===== src/rtl/uart_pkg.sv =====
// -----------------------------------------------------------------------------
// uart_pkg
// Shared definitions for the uart_port serial output peripheral:
//   - uart_state_t : shifter FSM state encoding
//   - STAT_*       : bit positions inside the status byte
//   - even_parity  : even parity over one data byte
// Optional feature macro used by the importing files: UART_PARITY_EN
// -----------------------------------------------------------------------------
package uart_pkg;

   typedef enum logic [2:0] {
      ST_IDLE   = 3'd0,
      ST_START  = 3'd1,
      ST_DATA   = 3'd2,
      ST_PARITY = 3'd3,
      ST_STOP   = 3'd4
   } uart_state_t;

   localparam int STAT_EMPTY = 0;
   localparam int STAT_FULL  = 1;
   localparam int STAT_BUSY  = 2;
   localparam int STAT_OVF   = 3;

   // Even parity: the parity bit makes the total number of ones even.
   function automatic logic even_parity(input logic [7:0] d);
      return ^d;
   endfunction

endpackage


===== src/rtl/uart_fifo.sv =====
// -----------------------------------------------------------------------------
// uart_fifo
// Byte FIFO with synchronous push/pop and a combinational head output.
// Ports:
//   clk      in   rising-edge clock
//   resetBar in   asynchronous active-low reset
//   i_push   in   push i_data (ignored when full)
//   i_pop    in   pop the head (ignored when empty)
//   i_data   in   8-bit write data
//   o_data   out  8-bit head of FIFO
//   o_empty  out  FIFO holds no entries
//   o_full   out  FIFO holds DEPTH entries
//   o_count  out  number of entries, log2(DEPTH)+1 bits
// -----------------------------------------------------------------------------
module uart_fifo #(
   parameter int DEPTH = 4
) (
   input  logic                       clk,
   input  logic                       resetBar,
   input  logic                       i_push,
   input  logic                       i_pop,
   input  logic [7:0]                 i_data,
   output logic [7:0]                 o_data,
   output logic                       o_empty,
   output logic                       o_full,
   output logic [$clog2(DEPTH):0]     o_count
);

   localparam int AW = $clog2(DEPTH);
   localparam int CW = AW + 1;

   logic [7:0]    r_mem [DEPTH];
   logic [AW-1:0] r_wr_ptr;
   logic [AW-1:0] r_rd_ptr;
   logic [CW-1:0] r_count;
   logic          w_push;
   logic          w_pop;

   assign o_empty = (r_count == {CW{1'b0}});
   assign o_full  = (r_count == CW'(DEPTH));
   assign o_count = r_count;
   assign o_data  = r_mem[r_rd_ptr];
   assign w_push  = i_push && !o_full;
   assign w_pop   = i_pop && !o_empty;

   // Storage, pointers and occupancy; pointers wrap naturally as DEPTH is a power of 2.
   always_ff @(posedge clk or negedge resetBar) begin
      if (!resetBar) begin
         for (int i = 0; i < DEPTH; i++) begin
            r_mem[i] <= 8'h00;
         end
         r_wr_ptr <= {AW{1'b0}};
         r_rd_ptr <= {AW{1'b0}};
         r_count  <= {CW{1'b0}};
      end else begin
         if (w_push) begin
            r_mem[r_wr_ptr] <= i_data;
            r_wr_ptr        <= r_wr_ptr + AW'(1);
         end
         if (w_pop) begin
            r_rd_ptr <= r_rd_ptr + AW'(1);
         end
         case ({w_push, w_pop})
            2'b10:   r_count <= r_count + CW'(1);
            2'b01:   r_count <= r_count - CW'(1);
            default: r_count <= r_count;
         endcase
      end
   end

endmodule


===== src/rtl/uart_port.sv =====
// -----------------------------------------------------------------------------
// uart_port
// Memory-mapped 8N1 serial transmitter on the nic8 data-memory bus.
//   write BASE   : queue a byte (dropped and overflow flagged when full)
//   write BASE+1 : clear overflow
//   read  BASE   : FIFO count;  read BASE+1 : {4'b0, ovf, busy, full, empty}
// Ports:
//   clk, resetBar       clock, asynchronous active-low reset
//   addr, dataIn        bus address and write data
//   storeMemBar         active-low write strobe sampled at rising clk
//   assertRam           read enable
//   dataOut, select     combinational read data and bus-drive select
//   txd                 registered serial output, idle high
// Optional feature: define UART_PARITY_EN to add an even parity bit (11-bit frame).
// -----------------------------------------------------------------------------
module uart_port
   import uart_pkg::*;
#(
   parameter logic [7:0] BASE    = 8'hFE,
   parameter int         DIVISOR = 4,
   parameter int         DEPTH   = 4
) (
   input  logic       clk,
   input  logic       resetBar,
   input  logic [7:0] addr,
   input  logic [7:0] dataIn,
   input  logic       storeMemBar,
   input  logic       assertRam,
   output logic [7:0] dataOut,
   output logic       select,
   output logic       txd
);

   localparam int         CW        = $clog2(DEPTH) + 1;
   localparam int         BW        = $clog2(DIVISOR);
   localparam logic [BW-1:0] CNT_MAX = BW'(DIVISOR - 1);
   localparam logic [7:0] STAT_ADDR = BASE + 8'd1;

   uart_state_t   r_state;
   logic [BW-1:0] r_bit_cnt;
   logic [2:0]    r_idx;
   logic [7:0]    r_shift;
`ifdef UART_PARITY_EN
   logic          r_par;
`endif
   logic          r_txd;
   logic          r_ovf;

   logic          w_wr_data;
   logic          w_wr_stat;
   logic          w_push;
   logic          w_pop;
   logic          w_empty;
   logic          w_full;
   logic [CW-1:0] w_count;
   logic [7:0]    w_head;
   logic [7:0]    w_status;

   assign w_wr_data = !storeMemBar && (addr == BASE);
   assign w_wr_stat = !storeMemBar && (addr == STAT_ADDR);
   // Full is judged before the edge, so a same-cycle pop never rescues the byte.
   assign w_push    = w_wr_data && !w_full;
   assign select    = assertRam && ((addr == BASE) || (addr == STAT_ADDR));
   assign txd       = r_txd;

   uart_fifo #(.DEPTH(DEPTH)) u_fifo (
      .clk      (clk),
      .resetBar (resetBar),
      .i_push   (w_push),
      .i_pop    (w_pop),
      .i_data   (dataIn),
      .o_data   (w_head),
      .o_empty  (w_empty),
      .o_full   (w_full),
      .o_count  (w_count)
   );

   // Shifter takes a byte when idle, or at the last clock of STOP for gapless frames.
   always_comb begin
      w_pop = 1'b0;
      if ((r_state == ST_IDLE) || ((r_state == ST_STOP) && (r_bit_cnt == {BW{1'b0}}))) begin
         w_pop = !w_empty;
      end else begin
         w_pop = 1'b0;
      end
   end

   // Status byte assembly and read mux.
   always_comb begin
      w_status             = 8'h00;
      w_status[STAT_EMPTY] = w_empty;
      w_status[STAT_FULL]  = w_full;
      w_status[STAT_BUSY]  = (r_state != ST_IDLE);
      w_status[STAT_OVF]   = r_ovf;
      if (!select) begin
         dataOut = 8'h00;
      end else if (addr == BASE) begin
         dataOut = {{(8 - CW){1'b0}}, w_count};
      end else begin
         dataOut = w_status;
      end
   end

   // Sticky overflow flag.
   always_ff @(posedge clk or negedge resetBar) begin
      if (!resetBar) begin
         r_ovf <= 1'b0;
      end else if (w_wr_data && w_full) begin
         r_ovf <= 1'b1;
      end else if (w_wr_stat) begin
         r_ovf <= 1'b0;
      end else begin
         r_ovf <= r_ovf;
      end
   end

   // Shifter FSM; txd is registered and always set to the level of the state being entered.
   always_ff @(posedge clk or negedge resetBar) begin
      if (!resetBar) begin
         r_state   <= ST_IDLE;
         r_bit_cnt <= {BW{1'b0}};
         r_idx     <= 3'd0;
         r_shift   <= 8'h00;
`ifdef UART_PARITY_EN
         r_par     <= 1'b0;
`endif
         r_txd     <= 1'b1;
      end else begin
         case (r_state)
            ST_IDLE: begin
               if (w_pop) begin
                  r_shift   <= w_head;
`ifdef UART_PARITY_EN
                  r_par     <= even_parity(w_head);
`endif
                  r_bit_cnt <= CNT_MAX;
                  r_state   <= ST_START;
                  r_txd     <= 1'b0;
               end else begin
                  r_txd     <= 1'b1;
               end
            end
            ST_START: begin
               if (r_bit_cnt != {BW{1'b0}}) begin
                  r_bit_cnt <= r_bit_cnt - BW'(1);
               end else begin
                  r_bit_cnt <= CNT_MAX;
                  r_idx     <= 3'd0;
                  r_state   <= ST_DATA;
                  r_txd     <= r_shift[0];
               end
            end
            ST_DATA: begin
               if (r_bit_cnt != {BW{1'b0}}) begin
                  r_bit_cnt <= r_bit_cnt - BW'(1);
               end else if (r_idx == 3'd7) begin
                  r_bit_cnt <= CNT_MAX;
`ifdef UART_PARITY_EN
                  r_state   <= ST_PARITY;
                  r_txd     <= r_par;
`else
                  r_state   <= ST_STOP;
                  r_txd     <= 1'b1;
`endif
               end else begin
                  r_bit_cnt <= CNT_MAX;
                  r_idx     <= r_idx + 3'd1;
                  r_shift   <= {1'b0, r_shift[7:1]};
                  r_txd     <= r_shift[1];
               end
            end
            ST_PARITY: begin
               if (r_bit_cnt != {BW{1'b0}}) begin
                  r_bit_cnt <= r_bit_cnt - BW'(1);
               end else begin
                  r_bit_cnt <= CNT_MAX;
                  r_state   <= ST_STOP;
                  r_txd     <= 1'b1;
               end
            end
            ST_STOP: begin
               if (r_bit_cnt != {BW{1'b0}}) begin
                  r_bit_cnt <= r_bit_cnt - BW'(1);
               end else if (w_pop) begin
                  r_shift   <= w_head;
`ifdef UART_PARITY_EN
                  r_par     <= even_parity(w_head);
`endif
                  r_bit_cnt <= CNT_MAX;
                  r_state   <= ST_START;
                  r_txd     <= 1'b0;
               end else begin
                  r_state   <= ST_IDLE;
                  r_txd     <= 1'b1;
               end
            end
            default: begin
               r_state <= ST_IDLE;
               r_txd   <= 1'b1;
            end
         endcase
      end
   end

endmodule

===== config.mk =====
export PLATFORM = sky130hd
export DESIGN_NAME = uart_port
export DESIGN_NICKNAME = d
export VERILOG_FILES = /design/src/rtl/uart_pkg.sv /design/src/rtl/uart_fifo.sv /design/src/rtl/uart_port.sv
export SDC_FILE = /design/constraint.sdc
export NUM_CORES = 1
export LEC_CHECK = 0
export ABC_AREA = 1
export BUFFER_PORTS_ARGS = -buffer_cell sky130_fd_sc_hd__buf_2
export CAP_MARGIN = 20
export CORE_AREA = 3 3 85 119
export DETAILED_ROUTE_END_ITERATION = 8
export DIE_AREA = 0 0 88 122
export GPL_TIMING_DRIVEN = 0
export PLACE_DENSITY = 0.57
export SKIP_LAST_GASP = 1
export SYNTH_ARGS = -nofsm -noshare
export SYNTH_HDL_FRONTEND = slang
export SYNTH_SLANG_ARGS = --single-unit

===== constraint.sdc =====
create_clock -name clk -period 2 [get_ports clk]
set_input_delay 0.2 -clock clk [delete_from_list [all_inputs] [get_ports clk]]
set_output_delay 0.2 -clock clk [all_outputs]
set_load 0.05 [all_outputs]

-- Word level (Yosys, flattened, before mapping)
Index checks and enable logic that the tools add are counted.
- register bits after elaboration: 57
- input bits: 20
- output and inout bits: 10
- logic and storage cells: 110
- reduce and logical (&&, ||, !) cells: 29
- add/sub/neg operators: 6
- bitwise operators: 2
- $lt $le $gt $ge: 3
- eq/ne operators: 17
- multiplexer cells: 40
- operators by type and width (operator ; number):
    $mux W8 ; 8
    $bwmux W32 ; 1
    $mux W3 ; 9
    $pmux W8 S3 ; 1
    $bmux W8 S2 ; 1
    $demux W8 S2 ; 1
    $eq A8 B8 Y1 const B ; 2
    $pmux W3 S5 ; 1
    $ne A2 B2 Y1 const B ; 6
    $pmux W3 S2 ; 2
    $reduce_and A4 Y1 ; 3
    $mux W1 ; 10
    $eq A3 B3 Y1 const B ; 3
    $logic_and A1 B1 Y1 ; 9
    $reduce_bool A3 Y1 ; 3
    $reduce_bool A2 Y1 ; 4
    $add A3 B1 Y3 const B ; 2
    $eq A3 B2 Y1 const B ; 2
    $ge A3 B3 Y1 const B ; 2
    $logic_not A3 Y1 ; 2
    $mux W2 ; 3
    $not A2 Y3 ; 2
    $pmux W2 S3 ; 1
    $reduce_and A6 Y1 ; 1
    other kinds (14) ; 18

-- Longest topological paths before layout
- depth after elaboration: 7
- depth in mapped cells: 11
- depth with buffers taken out: 11

-- Modules after synthesis
From an unflattened synthesis, not the netlist that was laid out.
- cell total of the unflattened synthesis: 423
- area, all modules: 3306.9 µm²
- modules (own cells, without submodules) (module ; area an instance (µm²) ; cells an instance ; instances ; sequential area each (µm²)):
    uart_fifo ; 2031.9 ; 251 ; 1 ; 975.9
    uart_port ; 1275.0 ; 172 ; 1 ; 451.7

-- Least setup slack after synthesis
Ideal clock, no wire load.
- kind: flip-flop to flip-flop
- start point: reg r_bit_cnt[0]
- end point: reg u_fifo.r_count[2] (netlist: u_fifo.o_count[2])
- data required time: 1.869 ns
- path buffers: 0
- setup time: 0.131 ns
- cell stages (with the launch flop): 12
- slack: -0.077 ns
- arrival: 1.946 ns
- path through: dfrtp_1 -> inv_1 -> ha_1 -> inv_1 -> nand2_1 -> nand3_4 -> inv_1 -> ha_1 -> fa_1 -> a21oi_1 -> o21ai_0 -> xor2_1
- longest elaborated chain between the ends: 7
- elaborated cells between the ends (all ways): 9
- ends and longest elaborated chain (what ; RTL line ; source):
    start: declaration ; uart_port.sv:40 ; logic [BW-1:0] r_bit_cnt;
    start signal: assignment ; uart_port.sv:121 ; r_bit_cnt <= {BW{1'b0}};
    start signal: assignment ; uart_port.sv:145 ; r_bit_cnt <= r_bit_cnt - BW'(1);
    start signal: assignment ; uart_port.sv:155 ; r_bit_cnt <= r_bit_cnt - BW'(1);
    $logic_not A2 Y1 * ; uart_port.sv:81 ; if ((r_state == ST_IDLE) || ((r_state == ST_STOP) && (r_bit_cnt == {BW{1'b0}}))) begin
    $logic_and A1 B1 Y1 * ; uart_port.sv:81 ;
    $logic_or A1 B1 Y1 * ; uart_port.sv:81 ;
    $mux W1 * ; uart_port.sv:81 ;
    $logic_and A1 B1 Y1 * ; uart_fifo.sv:44 ; assign w_pop = i_pop && !o_empty;
    net u_fifo.w_pop ; uart_fifo.sv:37 ; logic w_pop;
    $eq A2 B1 Y1 / $eq A2 B2 Y1 (equally long branches) ; uart_fifo.sv:63 ; case ({w_push, w_pop})
    $pmux W3 S2 / $reduce_bool A2 Y1 (equally long branches) ; -- ;
    end signal: assignment ; uart_fifo.sv:64 ; 2'b10: r_count <= r_count + CW'(1);
    end signal: assignment ; uart_fifo.sv:65 ; 2'b01: r_count <= r_count - CW'(1);
    end signal: assignment ; uart_fifo.sv:66 ; default: r_count <= r_count;
    end: declaration ; uart_fifo.sv:35 ; logic [CW-1:0] r_count;
Mark *: on every way through the listed nets, which the timed path passes. The rest lies on a longest branch.
A chain may end at the register's enable or synchronous reset.

-- Worst setup path in the final report
Ends and elaborated chain as after synthesis.

==> metrics.md <==
| Metric | Value |
|---|---|
| Min Tclk post-route | 1940 ps |
| Max Slew Vio Count | 0 |
| Slew @ Worst Pin | 600 ps |
| Drt total wl | 7380 um |
| Status | finished, final reports clean |
| Via-to-Cell Ratio | 4.72 |
| Power per cell area | 1140 nW/um2 |
| First-pass iteration count of the detailed router | 4 |
| Overall Global Routing Usage | 15.4% |
| Nets | 503 |
| Die Y | 122 um |
| Leakage | 0.00212 uW |
| Max Cap Violations | 0 |
| I/O pin count | 30 |
| Rows | 41 |
| Placed cell area | 3460 um2 |
| Final ANT Viol Nets | 0 |
| CTS tree | yes |
| Fill cells | 924 |
| Final Hold Vio Count | 0 |
| Routability congestion estimate | 0.769 |
| CP Capture Type | flop |
| Detailed-placement wirelength estimate | 5500 um |
| Max Clk Rate | 516 MHz |
| Worst-path fanout max | 4 |
| Core area | 9080 um2 |
| Post-route cell area | 3860 um2 |
| Critical Path RT | 2210 ps |
| Layout area overhead | 22.0% |
| Largest net degree at the start of global routing | 35 |
| Crit start category | flop |
| Ant diodes | 0 |
| # setup viols final | 0 |
| WHS | 152 ps |
| RSZ-0062 raised after global routing | true |
| Clk root buf | clkbuf_16 |
| Share of cells above drive strength 1 | 17.0% |
| Synth unique cells | 30 |
| Syn_area_per_cell | 7.45 um2 |
| Crit path DAT | 2150 ps |
| Yosys top cell area share | 44.3% |
| H-tree level count | 3 |
| Port Buffer Count | 25 |
| Synth Instances | 425 |
| Most frequent cells in the layout | nand2_1, nand3_1, dfrtp_1 |
| Rel. slew slack | 60.0% |
| Commonest non-fill, non-tap cell in the layout | nand2_1 |
| Post-Synthesis Cell Area | 3170 um2 |
| Die W | 88 um |
| Clock tree sinks | 57 |
| Fin crit share | 96.9% |
| Crit Path Class | reg2reg |
| Clock-pin slew on the worst setup and hold paths | 50 ps |
| YS warnings | 0 |
| Seq/Total Area, Yosys | 45.1% |
| Placed insts | 561 |
| Initial Util | 34.9% |
| Setup Skew | 5.96 ps |
| Clock latency on the worst-skew pair | 330 ps |
| Synth Register Bits | 57 |
| Total CTS buffers | 9 |
| DR DRC count | 0 |
| Area leader, netlist | dfrtp_1 |
| Clock Tree Buf Depth | 2 |
| Initial antenna violation count | 0 |
| Area of the die | 10700 um2 |
| First-pass GRT wire length | 12900 um |
| Min-delay worst type | in2reg |
| Worst VDD drop | 664 uV |
| Via count | 2756 |
| Area contributors post-synth | dfrtp_1, nand2_1, nand3_1, inv_1, ha_1 |
| Drt first-iter violations | 160 |
| Global route overflow | 0 |
| Vias in the first global route | 2709 |
| Post-DR wirelength/cell | 12.6 um |
| Post-Layout Cell Count | 584 |
-- timing repair --
action | CTS | global route
setup buffers | 4 | 3
pin swaps | 1 | 1
gates resized for setup | 4 | 4
endpoints found under the setup margin | 2 | 6
endpoints found under the hold margin | 22 | 0
hold buffers | 1 | 0
-- Yosys cell counts, drive strengths merged --
cell type  count
buf           12
ha             9
nand2        180
conb           1
a21oi         10
inv           35
clkinv         1
xor2           2
dfrtp         56
dfstp          1
fa             1
nand3         65
or2            1
xnor2          1
o21ai         13
clkbuf         5
nor2          26
nand4          6
-- flip-flops by register name, indices dropped and copies added, names as in the netlist, 2 cells and up --
register	cells
r_idx	3
r_bit_cnt	2
u_fifo.o_count	3
u_fifo.r_rd_ptr	2
u_fifo.r_mem	32
u_fifo.r_wr_ptr	2
r_state	3
r_shift	8
-- report_power, final --
group	total (uW)	switching (uW)	internal (uW)
clock network	1640	525	1110
logic	1390	919	466
registers	1370	90.2	1280
-- cells by family (layout without fill, tap and decap cells) --
logic type	Yosys count	after routing	synth area share [%]
flops	57	57	45.1
simple gates	278	278	37.7
xor+xnor	3	3	0.830
buf+inv	53	102	7.90
fa+ha+maj	10	10	4.19
compound gates	23	23	4.11
other cells	1	4	0.118
-- layout make-up --
class	count	area (um2)	share of cell area, %
clock buffers	10	239	6.19
clock inverters	5	80.1	2.07
multi-input cells	318	1520	39.5
flip-flops and latches	57	1430	37.0
plain buffers	17	113	2.92
repair buffers	34	208	5.38
inverters	36	138	3.56
well taps	107	134	3.47
-- per-stage QoR --
stage / util [%] / total power, uW / TNS [ps] / worst slack [ps]
after global routing: 42.5 / 4700 / -24.8 / -20.9
after floorplan: - / 2380 / 0 / 2.83
after global placement: 37.9 / 2670 / -297 / -235
after CTS: 42.3 / 4420 / 0 / 6.70
final: 42.5 / 4390 / 0 / 61.6
after detailed placement: 38.1 / 2700 / -317 / -239
-- metal layers --
metal / wire [um] / track usage, % / vias to the layer above
met3: 174 / 3.04 / 6
li1: - / - / 1436
met5: 0 / 0 / -
met1: 3180 / 19.1 / 1282
met4: 95 / 6.62 / 0
met2: 3930 / 25.8 / 32
-- final timing paths --
| check | from | slack, ps | endpoint | depth (start not counted) |
|---|---|---|---|---|
| setup reg to reg | r_bit_cnt[0] | 60 | u_fifo.o_count[2] | 11 |
| hold / removal | dataIn[1] | 150 | u_fifo.r_mem[25] | 3 |
| hold reg to reg | u_fifo.r_mem[8] | 470 | u_fifo.r_mem[8] | 2 |
| setup / recovery | r_bit_cnt[0] | 60 | u_fifo.o_count[2] | 11 |
| max in group asynchronous | resetBar | 980 | r_ovf | 3 |
| min in group asynchronous | resetBar | 420 | r_shift[4] | 2 |
-- critical path: stages, from the launching register on --
cell	delay [ps]
dfrtp_1	350
inv_1	80
ha_4	180
inv_2	80
nand2_2	70
nand3_4	70
inv_2	50
ha_2	200
fa_1	380
a21oi_1	130
o21ai_1	80
xor2_1	140
(Power assumes the default switching activity.)
